File: config.mk
export PLATFORM = sky130hd
export DESIGN_NAME = synth_cfg_sequencer
export DESIGN_NICKNAME = d
export VERILOG_FILES = /design/src/rtl/synth_cfg_pkg.sv /design/src/rtl/synth_cfg_sequencer_frame_wait_counter.sv /design/src/rtl/synth_cfg_sequencer.sv
export SDC_FILE = /design/constraint.sdc
export NUM_CORES = 1
export LEC_CHECK = 0
export CORE_MARGIN = 10
export CORE_UTILIZATION = 54
export CTS_CLUSTER_DIAMETER = 100
export DETAILED_ROUTE_END_ITERATION = 12
export PLACE_DENSITY = 0.79
export SLEW_MARGIN = 20
export SYNTH_ARGS = -nofsm -noshare
export SYNTH_HDL_FRONTEND = slang
export SYNTH_SLANG_ARGS = --single-unit
File: constraint.sdc
create_clock -name clk -period 1.8 [get_ports clk]
set_clock_uncertainty 0.05 [all_clocks]
set_input_delay 0.36 -clock clk [delete_from_list [all_inputs] [get_ports clk]]
set_output_delay 0.36 -clock clk [all_outputs]
set_load 0.01 [all_outputs]
File: src/rtl/synth_cfg_pkg.sv
// Shared opcodes, FSM encoding and reset configuration for the synth config sequencer.
package synth_cfg_pkg;

  localparam int unsigned CFG_BYTES = 6;
  localparam int unsigned CFG_W     = 8 * CFG_BYTES;

  // saw/osc: oct 3 period 56; damp: oct 4 period 56
  localparam logic [CFG_W-1:0] CFG_RESET = 48'h0838_0638_0638;

  localparam logic [1:0] OP_WRITE  = 2'b00;
  localparam logic [1:0] OP_COMMIT = 2'b01;
  localparam logic [1:0] OP_WAIT   = 2'b10;
  localparam logic [1:0] OP_CLRERR = 2'b11;

  typedef enum logic [2:0] {
    ST_HDR     = 3'd0,
    ST_DATA    = 3'd1,
    ST_WARG    = 3'd2,
    ST_WAITING = 3'd3,
    ST_CMT     = 3'd4
  } state_e;

endpackage

File: src/rtl/synth_cfg_sequencer_frame_wait_counter.sv
// Counts frame_sync pulses down from a loaded value; done marks the terminal pulse.
module frame_wait_counter #(
  parameter int unsigned WAIT_BITS = 8
) (
  input  logic                 clk,
  input  logic                 reset,
  input  logic                 load,
  input  logic [WAIT_BITS-1:0] n,
  input  logic                 frame_sync,
  output logic                 done
);

  logic [WAIT_BITS-1:0] count_q;
  logic [WAIT_BITS-1:0] count_d;

  // A load cycle swallows any coincident frame_sync.
  always_comb begin
    count_d = count_q;
    done    = 1'b0;
    if (load) begin
      count_d = n;
    end else if (frame_sync && (count_q != '0)) begin
      count_d = count_q - WAIT_BITS'(1);
      done    = (count_q == WAIT_BITS'(1));
    end
  end

  always_ff @(posedge clk) begin
    if (reset) begin
      count_q <= '0;
    end else begin
      count_q <= count_d;
    end
  end

endmodule

File: src/rtl/synth_cfg_sequencer.sv
// Parses a byte stream into shadow writes, frame-aligned atomic commits and frame waits.
module synth_cfg_sequencer
  import synth_cfg_pkg::*;
#(
  parameter int unsigned NUM_BYTES = 6,
  parameter int unsigned WAIT_BITS = 8
) (
  input  logic                   clk,
  input  logic                   reset,
  input  logic [7:0]             in_data,
  input  logic                   in_valid,
  output logic                   in_ready,
  input  logic                   frame_sync,
  output logic [8*NUM_BYTES-1:0] cfg,
  output logic                   commit_pending,
  output logic                   err
);

  localparam int unsigned SEQ_W = 8 * NUM_BYTES;
  localparam logic [SEQ_W-1:0] CFG_INIT = SEQ_W'(CFG_RESET);

  state_e           state_q, state_d;
  logic [2:0]       addr_q, addr_d;
  logic [SEQ_W-1:0] shadow_q, shadow_d;
  logic [SEQ_W-1:0] cfg_q, cfg_d;
  logic             err_q, err_d;
  logic             in_ready_q, in_ready_d;
  logic             commit_pending_q, commit_pending_d;

  logic             accept_c;
  logic             wait_load_c;
  logic             wait_done_c;
  logic [1:0]       opcode_c;

  assign accept_c = in_valid & in_ready_q;
  assign opcode_c = in_data[7:6];

  frame_wait_counter #(
    .WAIT_BITS (WAIT_BITS)
  ) u_wait (
    .clk        (clk),
    .reset      (reset),
    .load       (wait_load_c),
    .n          (WAIT_BITS'(in_data)),
    .frame_sync (frame_sync),
    .done       (wait_done_c)
  );

  always_comb begin
    state_d     = state_q;
    addr_d      = addr_q;
    shadow_d    = shadow_q;
    cfg_d       = cfg_q;
    err_d       = err_q;
    wait_load_c = 1'b0;

    case (state_q)
      ST_HDR: begin
        if (accept_c) begin
          if (opcode_c == OP_WRITE) begin
            addr_d  = in_data[2:0];
            state_d = ST_DATA;
          end else if (opcode_c == OP_COMMIT) begin
            state_d = ST_CMT;
          end else if (opcode_c == OP_WAIT) begin
            state_d = ST_WARG;
          end else begin
            err_d = 1'b0;
          end
        end
      end
      ST_DATA: begin
        if (accept_c) begin
          if (32'(addr_q) < NUM_BYTES) begin
            for (int unsigned i = 0; i < NUM_BYTES; i++) begin
              if (addr_q == 3'(i)) begin
                shadow_d[8*i +: 8] = in_data;
              end
            end
          end else begin
            err_d = 1'b1;
          end
          state_d = ST_HDR;
        end
      end
      ST_WARG: begin
        if (accept_c) begin
          wait_load_c = 1'b1;
          state_d     = (in_data == 8'd0) ? ST_HDR : ST_WAITING;
        end
      end
      ST_WAITING: begin
        if (wait_done_c) begin
          state_d = ST_HDR;
        end
      end
      ST_CMT: begin
        // Whole-word copy in one edge keeps the synth core from seeing partial updates.
        if (frame_sync) begin
          cfg_d   = shadow_q;
          state_d = ST_HDR;
        end
      end
      default: begin
        state_d = ST_HDR;
      end
    endcase

    in_ready_d       = (state_d == ST_HDR) || (state_d == ST_DATA) || (state_d == ST_WARG);
    commit_pending_d = (state_d == ST_CMT);
  end

  always_ff @(posedge clk) begin
    if (reset) begin
      state_q          <= ST_HDR;
      addr_q           <= 3'd0;
      shadow_q         <= CFG_INIT;
      cfg_q            <= CFG_INIT;
      err_q            <= 1'b0;
      in_ready_q       <= 1'b1;
      commit_pending_q <= 1'b0;
    end else begin
      state_q          <= state_d;
      addr_q           <= addr_d;
      shadow_q         <= shadow_d;
      cfg_q            <= cfg_d;
      err_q            <= err_d;
      in_ready_q       <= in_ready_d;
      commit_pending_q <= commit_pending_d;
    end
  end

  assign in_ready       = in_ready_q;
  assign cfg            = cfg_q;
  assign commit_pending = commit_pending_q;
  assign err            = err_q;

endmodule

==> impl_metrics.py, run 1 <==
metrics = {
    "critical_path": {
        "rr_startpoint": "state_q[0]",
        "crit_chain": "nor2b_1, nand4_1, buf_4, a211o_1",
        "crit_fanout": 6,
        "r2r-end": "shadow_q[21]",
        "end_kind": "register",
        "slowest_delay_ps": 450,
        "r2r_slack_ps": 30,
        "critPathLaunch": "state_q[0]",
        "worstSetupPathType": "register to register",
        "required_ps": 2160,
        "cp_slowest_cell": "dfxtp_1",
        "cp-start-kind": "register",
        "worstPathArrival_ps": 2120,
        "endpoint": "shadow_q[21]",
        "r2r_cells": 4,
    },
    "layout": {
        "syn2layout_area_growth_pct": 34.3,
        "nFillCells": 543,
        "seq_area_sq_um": 2260,
        "final_cell_mix": "dfxtp_1 (112), nand2_1 (100), nor2_1 (65)",
        "antennaDiodeCount": 0,
        "nets": 595,
        "multi_input_area_sq_um": 1980,
        "final_area_sq_um": 5940,
        "utilization": 0.757,
        "drive_above_1_share": 0.135,
        "mostFrequentLayoutCell": "dfxtp_1",
    },
    "drt": {
        "drt-wirelength-per-cell_um": 16.9,
        "vias": 3820,
        "highest_layer": "met4",
        "drc": 0,
        "ant_nets": 0,
        "wl_met2_mm": 5.81,
        "drtIter0Drc": 277,
        "drt-met1-wl_mm": 4.96,
        "dr_wl_met3_um": 749,
        "routed_wl_mm": 11.8,
        "vias_per_cell": 5.50,
        "dr.pass1.iters": 5,
    },
    "floorplan": {
        "die_x_um": 110,
        "die_height_um": 110,
        "start_util": 0.563,
        "io-pin-count": 63,
        "coreArea_sq_um": 7850,
        "rows": 32,
        "die_area_sq_um": 12200,
    },
    "yosys": {
        "postSynthAreaPerCell_sq_um": 8.84,
        "synth_cell_types": 43,
        "syn_nets": 515,
        "synth_seq_cells": 113,
        "synth_area_leader_cell": "dfxtp_1",
        "ys_seq_area_frac": 0.512,
        "synth_top_family_by_area": "simple AND/OR/NAND/NOR gates",
        "synth_area_sq_um": 4420,
        "synth_top_area_frac": 0.512,
        "synthesis.instances": 500,
        "yosys_warnings": 0,
        "synth_area_leaders": "dfxtp_1 (51%), nand2_1 (8.5%), mux2i_1 (8.4%)",
        "synth_compound_area_frac": 0.102,
        "synthXorXnorAreaFrac": 0.00793,
        "synth_simple_gate_area_frac": 0.244,
        "ys.flop_type": "dfxtp_1",
        "synthMuxAreaShare": 0.0838,
        "synth_edf_count": 0,
        "synthArstFlopShare": 0,
        "synthAdderAreaFrac": 0.00849,
    },
    "placement": {
        "dpl-instance-area_sq_um": 5350,
        "finalWeightedCongestion": 0.865,
        "place_ws_ps": -362,
        "hpwl_mm": 7.52,
        "port_buffers": 62,
    },
    "clocking": {
        "clock_sink_count": 113,
        "hold_buffers": 0,
        "tritoncts": "done",
        "h-tree-depth": 4,
        "clockBufferDepth": 2,
        "clkTransAtPathRegs_ps": 60,
        "root_buffer": "clkbuf_8",
        "clock_latency_ps": 520,
        "cts_buffers": 17,
    },
    "timing": {
        "max_freq_mhz": 566,
        "report.final.slew_viol_count": 0,
        "setup_violations": 0,
        "fin_ws_ps": 34.0,
        "fin_crit_sh": 0.981,
        "slew_headroom": 0.659,
        "period_minus_slack_ps": 1770,
        "report.final.hold_viol_count": 0,
        "rsz0062_at_grt": "no",
        "worst_slew_pin_slew_ps": 511,
    },
    "hold_path": {
        "holdPathStages": 2,
        "min_path_type": "input pin to register",
    },
    "grt": {
        "grt_max_degree": 49,
        "antenna_found_initial": 0,
        "grt_pass1_vias": 3748,
        "track_usage": 0.186,
        "grt_pass1_wl_mm": 18.9,
        "globalRouteOverflowTotal": 0,
    },
    "run_status": {
        "run_status": "complete, no violations",
    },
    "power_and_ir_drop": {
        "power.density_nw_per_um2": 1220,
        "vdd_ir_drop_max_v": 0.000653,
        "p_leak_nw": 2.54,
    },
    "flow_run": {
        "maxCapViolations": 0,
    },
}
registers in the layout (all words and copies together), names as in the netlist:
register        count
addr_q              3
cfg                48
commit_pending      1
err                 1
in_ready            1
shadow_q           48
state_q             3
u_wait.count_q      8
cell usage after synthesis, types with 2 or more instances:
library cell	instances
dfxtp_1	113
nand2_1	100
nor2_1	65
a21oi_1	43
mux2i_1	37
clkbuf_1	23
nand3b_1	15
inv_1	9
nor3_1	9
a211o_1	8
buf_2	6
nand3_1	6
a211oi_1	5
o211ai_1	5
buf_1	4
nand4_1	4
a311oi_1	3
ha_1	3
nand2b_1	3
nor2b_1	3
nor4_1	3
or2_2	3
xor2_1	3
a21o_1	2
a41oi_1	2
buf_6	2
nor3b_1	2
nor4b_1	2
or3_1	2
or4_4	2
how the worst min path moves through the flow:
stage	start	to	slack (ps)
2_1_floorplan	shadow_q[0]	cfg[0]	380
3_3_place_gp	shadow_q[8]	cfg[8]	390
6_report	reset	shadow_q[32]	250
5_1_grt	reset	shadow_q[0]	250
4_1_cts	reset	shadow_q[24]	240
3_5_place_dp	cfg[46]	cfg[46]	400
worst max-delay path: cells and delay by family, from the launching register on:
family	cells	cell delay [ps]
AND/OR/NAND/NOR	2	620
flip-flops	1	450
AO/OA/AOI/OAI	1	280
buffers and inverters	1	250
where the power goes:
group | internal [mW] | switching (mW)
Combinational | 0.405 | 0.480
Clock | 2.42 | 1.20
Sequential | 2.61 | 0.121
Total | 5.44 | 1.80
area by class of cell:
type                       instances  area share
multi-input combinational        343       0.334
tap                              102      0.0215
sequential                       113       0.381
clock buffer                      18      0.0721
clock inverter                    13      0.0350
timing repair buffer              96       0.151
inverter                           9     0.00569
repair_timing:
| action | 4_1_cts | 5_1_grt |
|---|---|---|
| gates resized for setup | 48 | 4 |
| setup endpoints to repair | 48 | 4 |
| endpoints found under the hold margin | 0 | 0 |
| setup buffers | 0 | 0 |
routing by layer:
metal	global-route usage	vias up
met4	0.0717	0
met5	0	-
met2	0.317	131
met1	0.208	1818
met3	0.0621	22
li1	-	1849
through the flow:
step | TNS [ps] | cells | power, mW | hold WS (ps)
3_3_place_gp | -11000 | 663 | 3.65 | 390
4_1_cts | 0 | 694 | 7.24 | 237
3_5_place_dp | -13510 | 663 | 3.66 | 396
5_1_grt | 0 | 694 | 7.48 | 247
2_1_floorplan | 0 | 500 | 3.38 | 381
6_report | 0 | 694 | 7.24 | 250
logic make-up (layout without fill, tap and decap cells):
family	count (synthesis)	after routing
XOR/XNOR	4	4
adder cells (fa/ha/maj)	3	3
AO/OA/AOI/OAI	72	72
buffers and inverters	44	136
AND/OR/NAND/NOR	227	227
flip-flops	113	113
multiplexers	37	37
(Power assumes the default switching activity.)
==> inputs of run 2 (changes only) <==
--- a/config.mk
+++ b/config.mk
@@ -5,7 +5,7 @@
 export SDC_FILE = /design/constraint.sdc
 export NUM_CORES = 1
 export LEC_CHECK = 0
-export CORE_MARGIN = 10
+export ABC_AREA = 1
 export CORE_UTILIZATION = 54
 export CTS_CLUSTER_DIAMETER = 100
 export DETAILED_ROUTE_END_ITERATION = 12
==> impl_metrics.py, run 2 <==
metrics = {
    "critical_path": {
        "cp-start-kind": "register",
        "end_kind": "output port",
        "path_buf_inv": 1,
        "slowest_delay_ps": 520,
        "r2r_slack_ps": 130,
        "worstSetupPathType": "register to output port",
        "critPathLaunch": "commit_pending",
        "crit_chain": "clkdlybuf4s50_1",
        "required_ps": 1390,
        "crit_fanout": 1,
        "rr_startpoint": "state_q[2]",
        "cp_slowest_cell": "clkdlybuf4s50_1",
        "path_delay_family": "buffers and inverters",
        "worstPathArrival_ps": 1340,
    },
    "floorplan": {
        "die_height_um": 92.3,
        "io-pin-count": 63,
        "die_area_sq_um": 8520,
        "rows": 32,
        "die_x_um": 92.3,
        "coreArea_sq_um": 7810,
        "start_util": 0.564,
    },
    "hold_path": {
        "hp-start": "cfg[36]",
        "min_path_type": "register to register",
    },
    "placement": {
        "dp_cells": 719,
        "hpwl_mm": 7.09,
        "port_buffers": 62,
        "finalWeightedCongestion": 0.882,
    },
    "drt": {
        "drt-wirelength-per-cell_um": 14.7,
        "drt-met1-wl_mm": 4.82,
        "vias_per_cell": 5.32,
        "dr_wl_met3_um": 695,
        "vias": 3996,
        "ant_nets": 0,
        "drtIter0Drc": 238,
        "highest_layer": "met4",
        "routed_wl_mm": 11.0,
        "drc": 0,
        "wl_met2_mm": 5.29,
        "dr.pass1.iters": 5,
    },
    "layout": {
        "syn2layout_area_growth_pct": 34.5,
        "antennaDiodeCount": 0,
        "final_cell_mix": "dfxtp_1 (113), nand2_1 (80), nor2_1 (71), o21ai_0 (71), a21oi_1 (52)",
        "mostFrequentLayoutCell": "dfxtp_1",
        "final_cells": 751,
        "drive_above_1_share": 0.153,
        "utilization": 0.758,
        "nets": 651,
    },
    "yosys": {
        "yosys_warnings": 0,
        "synth_cell_types": 42,
        "synth_seq_cells": 113,
        "synth_common_cells": "dfxtp_1 (113), nand2_1 (80), nor2_1 (71), o21ai_0 (71), a21oi_1 (52)",
        "synthArstFlopShare": 0,
        "postSynthAreaPerCell_sq_um": 8.14,
        "synth_area_sq_um": 4400,
        "synth_area_leaders": "dfxtp_1 (51%), o21ai_0 (8.1%), nand2_1 (6.8%)",
        "syn_nets": 556,
        "synthesis.instances": 541,
        "ys_seq_area_frac": 0.514,
        "synth_top_area_frac": 0.514,
        "synth_area_leader_cell": "dfxtp_1",
        "synth_edf_count": 0,
        "yosys.cell_count.top_type": "dfxtp_1",
        "ys.flop_type": "dfxtp_1",
    },
    "grt": {
        "globalRouteOverflowTotal": 0,
        "grt_pass1_wl_mm": 18.7,
        "grt_pass1_vias": 3861,
        "grt_max_degree": 55,
        "antenna_found_initial": 0,
        "track_usage": 0.281,
    },
    "clocking": {
        "root_buffer": "clkbuf_8",
        "hold_buffers": 0,
        "tritoncts": "done",
        "clock_latency_ps": 510,
        "clockBufferDepth": 2,
        "clkTransAtPathRegs_ps": 60,
        "h-tree-depth": 4,
        "cts_buffers": 17,
        "clock_sink_count": 113,
    },
    "power_and_ir_drop": {
        "power.density_nw_per_um2": 1190,
        "vdd_ir_drop_max_v": 0.000767,
        "power_mw": 7.06,
        "p_leak_nw": 2.89,
    },
    "timing": {
        "period_minus_slack_ps": 1750,
        "worst_slew_pin_slew_ps": 368,
        "max_freq_mhz": 572,
        "report.final.hold_viol_count": 0,
        "setup_violations": 0,
        "hold_ws_ps": 399,
        "slew_headroom": 0.753,
        "report.final.slew_viol_count": 0,
        "rsz0062_at_grt": "no",
        "tns_ps": 0,
        "fin_crit_sh": 0.971,
    },
    "run_status": {
        "run_status": "complete, no violations",
    },
    "flow_run": {
        "maxCapViolations": 0,
    },
}
## run 2: cell types whose count changed after synthesis, sizes merged, moves of 16 or more
cell / delta
nand3: +21
mux2i: -37
nand3b: -16
inv: +34
nand2: -16
o21ai: +78
## run 2: layer usage
metal  track usage  vias up
li1              -     1984
met1         0.353     1833
met2         0.461      153
met3        0.0779       26
met4         0.104        0
met5             0        -
## run 2: path summary, 6_finish.rpt
kind                                        to  cells past startpoint
worst max-delay path            commit_pending                      1
worst min-delay path                   cfg[36]                      2
worst min register to register         cfg[36]                      2
worst max register to register     shadow_q[0]                      7
## run 2: area by class of cell
type                    instances  area [sq um]
fillers                       582          1890
clock inverters                14           133
clock buffers                  18           428
flip-flops and latches        113          2260
multi-input cells             356          1810
well taps                     102           128
inverters                      47           195
repair buffers                101           970
## run 2: metrics by stage
stage	setup WS (ps)	instance area, sq um
5_1_grt	9.65	5920
6_report	52.3	5920
2_1_floorplan	383	4400
4_1_cts	0.887	5880
3_5_place_dp	-133	5370
3_3_place_gp	-64.8	5370
## run 2: power by group
part           internal (mW)  switching, mW
logic                  0.470          0.730
clock network           1.88           1.23
registers               2.64          0.107
## run 2: cell families (layout without fill, tap and decap cells)
kind of cell | count (synthesis) | count (layout) | share of synthesized area
AOI/OAI and AO/OA | 158 | 158 | 0.199
xor gates and xnor gates | 3 | 3 | 0.00597
adders and majority gates | 3 | 3 | 0.00853
buffers and inverters | 72 | 180 | 0.0759
DFF | 113 | 113 | 0.514
and+or+nand+nor | 192 | 192 | 0.197
## run 2: repair_timing
item / CTS / global route
endpoints found under the setup margin: 35 / 15
gates resized for setup: 35 / 15
gates cloned: 0 / 0
buffers inserted: 0 / 0
